### config.mk
export PLATFORM = sky130hd
export DESIGN_NAME = song_sequencer
export DESIGN_NICKNAME = d
export VERILOG_FILES = /design/src/rtl/song_sequencer.sv
export SDC_FILE = /design/constraint.sdc
export NUM_CORES = 1
export LEC_CHECK = 0
export ABC_AREA = 0
export ABC_CLOCK_PERIOD_IN_PS = 3900
export BUFFER_PORTS_ARGS = -buffer_cell sky130_fd_sc_hd__buf_4
export CORE_ASPECT_RATIO = 1.1
export CORE_MARGIN = 1.5
export CORE_UTILIZATION = 61
export DETAILED_ROUTE_END_ITERATION = 10
export MAX_ROUTING_LAYER = met4
export PLACE_DENSITY = 0.85
export RECOVER_POWER = 50
export SLEW_MARGIN = 20
export SYNTH_ARGS = -nofsm -noshare
export SYNTH_HDL_FRONTEND = slang
export SYNTH_SLANG_ARGS = --single-unit
### constraint.sdc
create_clock -name clk -period 3.9 [get_ports clk]
set_input_delay 0.195 -clock clk [delete_from_list [all_inputs] [get_ports clk]]
set_output_delay 0.195 -clock clk [all_outputs]
set_load 0.05 [all_outputs]
### src/rtl/song_sequencer.sv
`default_nettype none
// ============================================================================
// Module   : song_sequencer
// Purpose  : Walks a melody stored in an external song ROM. For each note
//            word it presents the half-period count to the tone divider,
//            gates the tone enable for the note duration minus a short
//            articulation gap, then fetches the next word. An end marker
//            either finishes the song (done pulse) or restarts it (loop).
// Ports    : clk           - system clock
//            rst           - asynchronous active-high reset
//            start_i       - begin playback from address 0 when idle
//            stop_i        - abort playback (wins over start)
//            loop_i        - sampled at the end marker, 1 = restart song
//            rom_addr_o    - song ROM address
//            rom_data_i    - {half_period[HP_W-1:0], duration[3:0]}
//            half_period_o - divider terminal count for the current note
//            tone_en_o     - tone divider enable
//            busy_o        - high whenever not idle
//            done_o        - one-cycle pulse on natural end of song
// Revision : 1.0 - initial release
// ============================================================================
module song_sequencer #(
   parameter int ADDR_W      = 6,
   parameter int HP_W        = 17,
   parameter int UNIT_CYCLES = 12_500_000,
   parameter int GAP_CYCLES  = 1_000_000
) (
   input  logic              clk,
   input  logic              rst,
   input  logic              start_i,
   input  logic              stop_i,
   input  logic              loop_i,
   output logic [ADDR_W-1:0] rom_addr_o,
   input  logic [HP_W+3:0]   rom_data_i,
   output logic [HP_W-1:0]   half_period_o,
   output logic              tone_en_o,
   output logic              busy_o,
   output logic              done_o
);

   localparam int PW = (UNIT_CYCLES > 1) ? $clog2(UNIT_CYCLES) : 1;

   // Last prescaler count of a unit, and the count at which the final unit
   // of a note hands over to the silent gap.
   localparam logic [PW-1:0] c_presc_last = PW'(UNIT_CYCLES - 1);
   localparam logic [PW-1:0] c_gap_start  = PW'(UNIT_CYCLES - GAP_CYCLES - 1);

   typedef enum logic [1:0] {
      S_IDLE  = 2'd0,
      S_FETCH = 2'd1,
      S_PLAY  = 2'd2,
      S_GAP   = 2'd3
   } state_t;

   state_t            state_q, state_d;
   logic [ADDR_W-1:0] addr_q,  addr_d;
   logic [HP_W-1:0]   hp_q,    hp_d;
   logic              tone_q,  tone_d;
   logic              busy_q,  busy_d;
   logic              done_q,  done_d;
   logic [PW-1:0]     presc_q, presc_d;
   logic [3:0]        units_q, units_d;

   logic [3:0]        w_dur;
   logic [HP_W-1:0]   w_hp;

   assign w_dur = rom_data_i[3:0];
   assign w_hp  = rom_data_i[HP_W+3:4];

   always_ff @(posedge clk or posedge rst) begin
      if (rst) begin
         state_q <= S_IDLE;
         addr_q  <= '0;
         hp_q    <= '0;
         tone_q  <= 1'b0;
         busy_q  <= 1'b0;
         done_q  <= 1'b0;
         presc_q <= '0;
         units_q <= '0;
      end else begin
         state_q <= state_d;
         addr_q  <= addr_d;
         hp_q    <= hp_d;
         tone_q  <= tone_d;
         busy_q  <= busy_d;
         done_q  <= done_d;
         presc_q <= presc_d;
         units_q <= units_d;
      end
   end

   always_comb begin
      state_d = state_q;
      addr_d  = addr_q;
      hp_d    = hp_q;
      tone_d  = tone_q;
      busy_d  = busy_q;
      done_d  = 1'b0;
      presc_d = presc_q;
      units_d = units_q;

      case (state_q)
         S_IDLE: begin
            if (start_i && !stop_i) begin
               state_d = S_FETCH;
               addr_d  = '0;
               busy_d  = 1'b1;
            end
         end

         S_FETCH: begin
            if (w_dur == 4'd0) begin
               // An end marker at address 0 is an empty song: never loop it,
               // otherwise we would spin in FETCH forever.
               if (loop_i && (addr_q != '0)) begin
                  addr_d = '0;
               end else begin
                  state_d = S_IDLE;
                  busy_d  = 1'b0;
                  done_d  = 1'b1;
               end
            end else begin
               hp_d    = w_hp;
               units_d = w_dur;
               presc_d = '0;
               tone_d  = (w_hp != '0);
               state_d = S_PLAY;
            end
         end

         S_PLAY: begin
            if (presc_q == c_presc_last) begin
               presc_d = '0;
               units_d = units_q - 4'd1;
            end else begin
               presc_d = presc_q + PW'(1);
            end
            if ((units_q == 4'd1) && (presc_q == c_gap_start)) begin
               state_d = S_GAP;
               tone_d  = 1'b0;
            end
         end

         S_GAP: begin
            tone_d  = 1'b0;
            presc_d = presc_q + PW'(1);
            if (presc_q == c_presc_last) begin
               presc_d = '0;
               addr_d  = addr_q + ADDR_W'(1);
               state_d = S_FETCH;
            end
         end

         default: begin
            state_d = S_IDLE;
         end
      endcase

      // Abort overrides everything once playback has begun.
      if (stop_i && (state_q != S_IDLE)) begin
         state_d = S_IDLE;
         addr_d  = '0;
         hp_d    = '0;
         tone_d  = 1'b0;
         busy_d  = 1'b0;
         done_d  = 1'b0;
         presc_d = '0;
         units_d = '0;
      end
   end

   assign rom_addr_o    = addr_q;
   assign half_period_o = hp_q;
   assign tone_en_o     = tone_q;
   assign busy_o        = busy_q;
   assign done_o        = done_q;

endmodule
`default_nettype wire

Word level (Yosys, flattened, before mapping)
Cells that the tools add are included.
{ "totals": {"register_bits": 56, "inputBits": 26, "out_inout_bits": 26, "elab_cells": 88} }
{ "op_classes": {"add_sub_neg": 3, "eq_ne": 16, "mux": 37, "n_reduce_logical": 24} }
{ "op_table": {"columns": ["op", "count"], "rows": [
  ["24-bit two-way mux", 3],
  ["17-bit two-way mux", 3],
  ["24-bit equality test, second input constant", 2],
  ["24-bit one-hot mux with 2 select lines", 1],
  ["6-bit two-way mux", 5],
  ["24-bit by 1-bit adder with 24-bit output, second input constant", 1],
  ["3-bit != test, second input constant", 8],
  ["6-bit one-hot mux with 3 select lines", 1],
  ["17-bit nonzero test", 1],
  ["2-bit two-way mux", 6],
  ["4-bit two-way mux", 3],
  ["1-bit two-way mux", 11],
  ["3-bit nonzero test", 3],
  ["2-bit one-hot mux with 4 select lines", 1],
  ["4-bit one-hot mux with 2 select lines", 1],
  ["4-bit AND reduction", 2],
  ["4-bit nonzero test", 2],
  ["6-bit by 1-bit adder with 6-bit output, second input constant", 1],
  ["3-bit AND reduction", 2],
  ["6-bit nonzero test", 1],
  ["5-bit AND reduction", 1],
  ["2-bit equality test, second input constant", 2],
  ["4-bit by 1-bit equality test with 1-bit output, second input constant", 1],
  ["1-bit logical AND", 4],
  ["other kinds (12)", 14]
]} }

Logic depth before layout (Yosys ltp)
{ "logic_depth": {"ltp_word": 6, "mapped_depth": 11, "ltp_nobuf": 7} }

Worst setup path before layout
No wires, ideal clock.
{ "synth_timing": {"path_type": "register to register", "start": "reg addr_q[0] (netlist: rom_addr_o[0])", "end": "reg state_q[0]", "setup_ps": 128, "arrival_ps": 2407, "required_time_ps": 3772, "setup_slack_ps": 1366, "path_stages_with_launch": 8, "path_buffers": 0, "synth_period_minus_slack_ps": 2534, "path_cell_list": "dfrtp_1 -> inv_1 -> ha_1 -> or4b_2 -> o21ai_0 -> nor2_1 -> a311oi_2 -> mux2_1"} }
{ "synth_between": {"elab_chain_len": 4} }
{ "synth_rtl": {"columns": ["item", "line_no", "source"], "rows": [
  ["from (decl)", "56", "logic [ADDR_W-1:0] addr_q, addr_d;"],
  ["from (signal assigned)", "82", "addr_q <= addr_d;"],
  ["6-bit nonzero test", "115", "if (loop_i && (addr_q != '0)) begin"],
  ["1-bit logical AND", "115", null],
  ["4-bit != test (no source line)", null, null],
  ["4-bit AND reduction (no source line)", null, null],
  ["to (signal assigned)", "81", "state_q <= state_d;"],
  ["to (decl)", "55", "state_t state_q, state_d;"]
]} }
Every way passes these cells.
A chain may end at the register's enable or synchronous reset.

Worst setup path after layout
{ "layout_timing": {"start": "reg state_q[1]", "end": "reg hp_q[13] (netlist: half_period_o[13])"} }
{ "layout_between": {"elab_chain_len": 4, "elab_cells_between_ends": 7, "cone_classes": "eq/ne (2); mux (1); reduce/logical (4)"} }
{ "layout_rtl": {"columns": ["item", "line_no", "source"], "rows": [
  ["2-bit nonzero test", "160", "if (stop_i && (state_q != S_IDLE)) begin"],
  ["1-bit logical AND", "160", null],
  ["2-bit by 1-bit != test with 1-bit output (no source line) or 2-bit nonzero test (tied branches)", null, null],
  ["2-bit AND reduction (no source line)", null, null],
  ["to (signal assigned)", "83", "hp_q <= hp_d;"],
  ["to (decl)", "57", "logic [HP_W-1:0] hp_q, hp_d;"]
]} }
Several ways; a longest one is shown, not always the timed one.

==> impl_metrics.yaml <==
status:
  status: "finished with violations"
  failed_checks: "max-capacitance violations, max-slew violations"
global_routing:
  first_global_vias: 2696
  grt_util_all_layers_pct: 27.61
  grt_pass1_wl_um: 12190
  antenna_found_initial: 0
  grt-ovfl-total: 0
  grt_start_max_net_pins: 57
yosys:
  syn_inst: 347
  synth-seq-cells: 56
  synth_sequential_area_ratio_pct: 44.78
  synth_area_um2: 3129
  synth.avg_cell_area_um2: 9.018
  synthTopCellsByArea: "dfrtp_1 45%, nand2_1 5.8%, o21ai_0 3.7%"
  ys_warn_count: 0
  synth.distinct_cells: 49
  async_flop_share_pct: 100.0
  synthFlopType: "dfrtp_1"
  synth_top_area_cell: "dfrtp_1"
  synth_edf_count: 0
  syn-num-nets: 382
  synth_top_cell_area_share_pct: 44.78
cells_and_area:
  mostFrequentLayoutCells: "56 x dfrtp_1, 48 x nand2_1, 40 x buf_4"
  antenna_cells: 0
  final_common_cell: "dfrtp_1"
  final_layout_size_suffix_gt1_share_pct: 14.94
  nets: 429
  area_growth_pct: 15.75
  final_cells: 453
power:
  leakagePower_nw: 1.627
  power_density_nw_per_um2: 640.8
  max-vdd-ir-drop_uv: 492.4
  p_total_mw: 2.321
route:
  via_per_inst: 6.172
  routed_wl_um: 7163
  drc: 0
  ant_nets: 0
  vias: 2796
  post_drt_wl_per_cell_um: 15.81
  dr.first_iter.drc_count: 261
  drt_pre_antenna_iters: 5
setup_path:
  crit_arrival_ns: 2.95
  r2r_end: "half_period_o[13]$_DFFE_PP0P_"
  regToRegSetupSlack_ns: 1.10
  r2r_start: "state_q[1]$_DFFE_PP0P_"
  cp_max_fo: 34
  worstSetupEndpointType: "flop"
  criticalPathCategory: "flop to flop"
  r2r_cells: 6
  setup.worst_path.start_class: "flop"
  worstPathRequired_ns: 4.05
clocking:
  cts-resized-gates: 0
  clk-insertion-delay-late_ns: 0.31
  htreeDepth: 2
  max-clock-path-buffers: 2
  postCtsHoldBufs: 0
  root_buffer: "clkbuf_8"
  cts_tree: "built"
  cts_sinks: 56
  path_clk_slew_ns: 0.10
  cts_setup_buffers: 0
  cts_buffers: 5
timing:
  tns_ns: 0
  setup_viol: 0
  hold_viol: 0
  fin_skew_ns: 0.005858
  drv_slew: 57
  clock.fmax_ghz: 0.3569
  layout_min_cycle_time_ns: 2.802
  timing.final.ws_setup_ns: 1.098
  worst_slew_pin_slew_ns: 2.903
  max_slew_margin_pct: -93.55
  rsz0062_at_grt: "false"
  min_period_over_period_pct: 71.83
die:
  placeableCoreArea_um2: 4966
  fp-row-count: 27
  dieArea_um2: 5569
  die_height_um: 78.12
  die_w_um: 71.29
  start_util_pct: 63.01
  io_pins: 52
job:
  maxCapViolCount: 1
worst_hold_path:
  worstHoldStart: "rom_data_i[15]"
  hold-path-endpoint: "half_period_o[11]$_DFFE_PP0P_"
  holdCritPathClass: "primary input to flop"
  min_path_cells: 3
place:
  preCtsSetupSlack_ns: 1.142
  place_inst: 445
  dp_hpwl_um: 5149
  port_buffers: 51
  gp_congestion: 0.8465
[area by class of cell]
class | instances | area, um^2
clock buffers | 5 | 68.82
fillers | 387 | 1344
well taps | 58 | 72.57
flip-flops and latches | 56 | 1401
repair buffers | 55 | 360.3
inverters | 17 | 63.81
clock inverters | 3 | 47.55
multi-input cells | 259 | 1608
[synthesized netlist by cell type (8+ instances only)]
| cell type | instances |
|---|---|
| xnor2_1 | 9 |
| ha_1 | 9 |
| nand4_1 | 14 |
| nand2_1 | 48 |
| nand3_1 | 17 |
| nor2_1 | 30 |
| dfrtp_1 | 56 |
| nor4_1 | 10 |
| o21ai_0 | 23 |
| and3_1 | 8 |
| clkbuf_1 | 15 |
| xor2_1 | 13 |
| inv_1 | 17 |
[kinds of logic (layout without fill, tap and decap cells)]
family          Yosys count  in the layout  synth area share, %
mux                      10             10                3.319
buf+inv                  32             80                3.838
fa+ha+maj                 9              9                3.599
xor+xnor                 22             22                6.158
flops                    56             56                44.78
compound gates           61             61                12.76
simple gates            157            157                25.55
[layer usage]
metal  global-route usage, %  share of wire [%]  up-vias  routed length [um]
met5                       -                  0        -                   0
li1                        -                  -     1336                   -
met1                   36.59                 43     1323                3064
met2                   43.80                 50      119                3573
met4                   9.057                2.0        0                 146
met3                   4.108                5.3       18                 379
[metrics by stage]
stage / cell area [um^2] / utilization (%) / hold WS, ns
2_1_floorplan: 3129 / - / 0.3310
3_3_place_gp: 3558 / 71.66 / 0.4347
3_5_place_dp: 3558 / 71.66 / 0.4358
4_1_cts: 3675 / 74.00 / 0.09147
5_1_grt: 3622 / 72.94 / 0.1298
6_report: 3622 / 72.94 / 0.1339
[power breakdown]
group	switching [mW]	internal, mW
Combinational	0.807	0.321
Clock	0.192	0.194
Sequential	0.0977	0.709
[critical path: stages, from the launching register on]
cell and delay (ns):
dfrtp_1 0.44, inv_1 0.12, ha_1 0.34, nand2b_1 0.44, buf_4 0.34, a21o_1 0.70
o21ai_0 0.25
[worst max path at each step]
stage | startpoint | cells after the start | end
CTS | state_q[1]$_DFFE_PP0P_ | 6 | half_period_o[13]$_DFFE_PP0P_
finish | state_q[1]$_DFFE_PP0P_ | 6 | half_period_o[13]$_DFFE_PP0P_
global route | rst | 3 | state_q[1]$_DFFE_PP0P_
floorplan | rom_addr_o[0]$_DFFE_PP0P_ | 7 | state_q[0]$_DFFE_PP0P_
detailed placement | state_q[1]$_DFFE_PP0P_ | 6 | half_period_o[8]$_DFFE_PP0P_
global placement | presc_q[5]$_DFFE_PP0P_ | 5 | state_q[0]$_DFFE_PP0P_
[state kept, by name, indices dropped and copies added, names as in the netlist]
| name | flops |
|---|---|
| presc_q | 24 |
| half_period_o | 17 |
| rom_addr_o | 6 |
| units_q | 4 |
| state_q | 2 |
| busy_o | 1 |
| done_o | 1 |
| tone_en_o | 1 |
(Power assumes the default switching activity.)
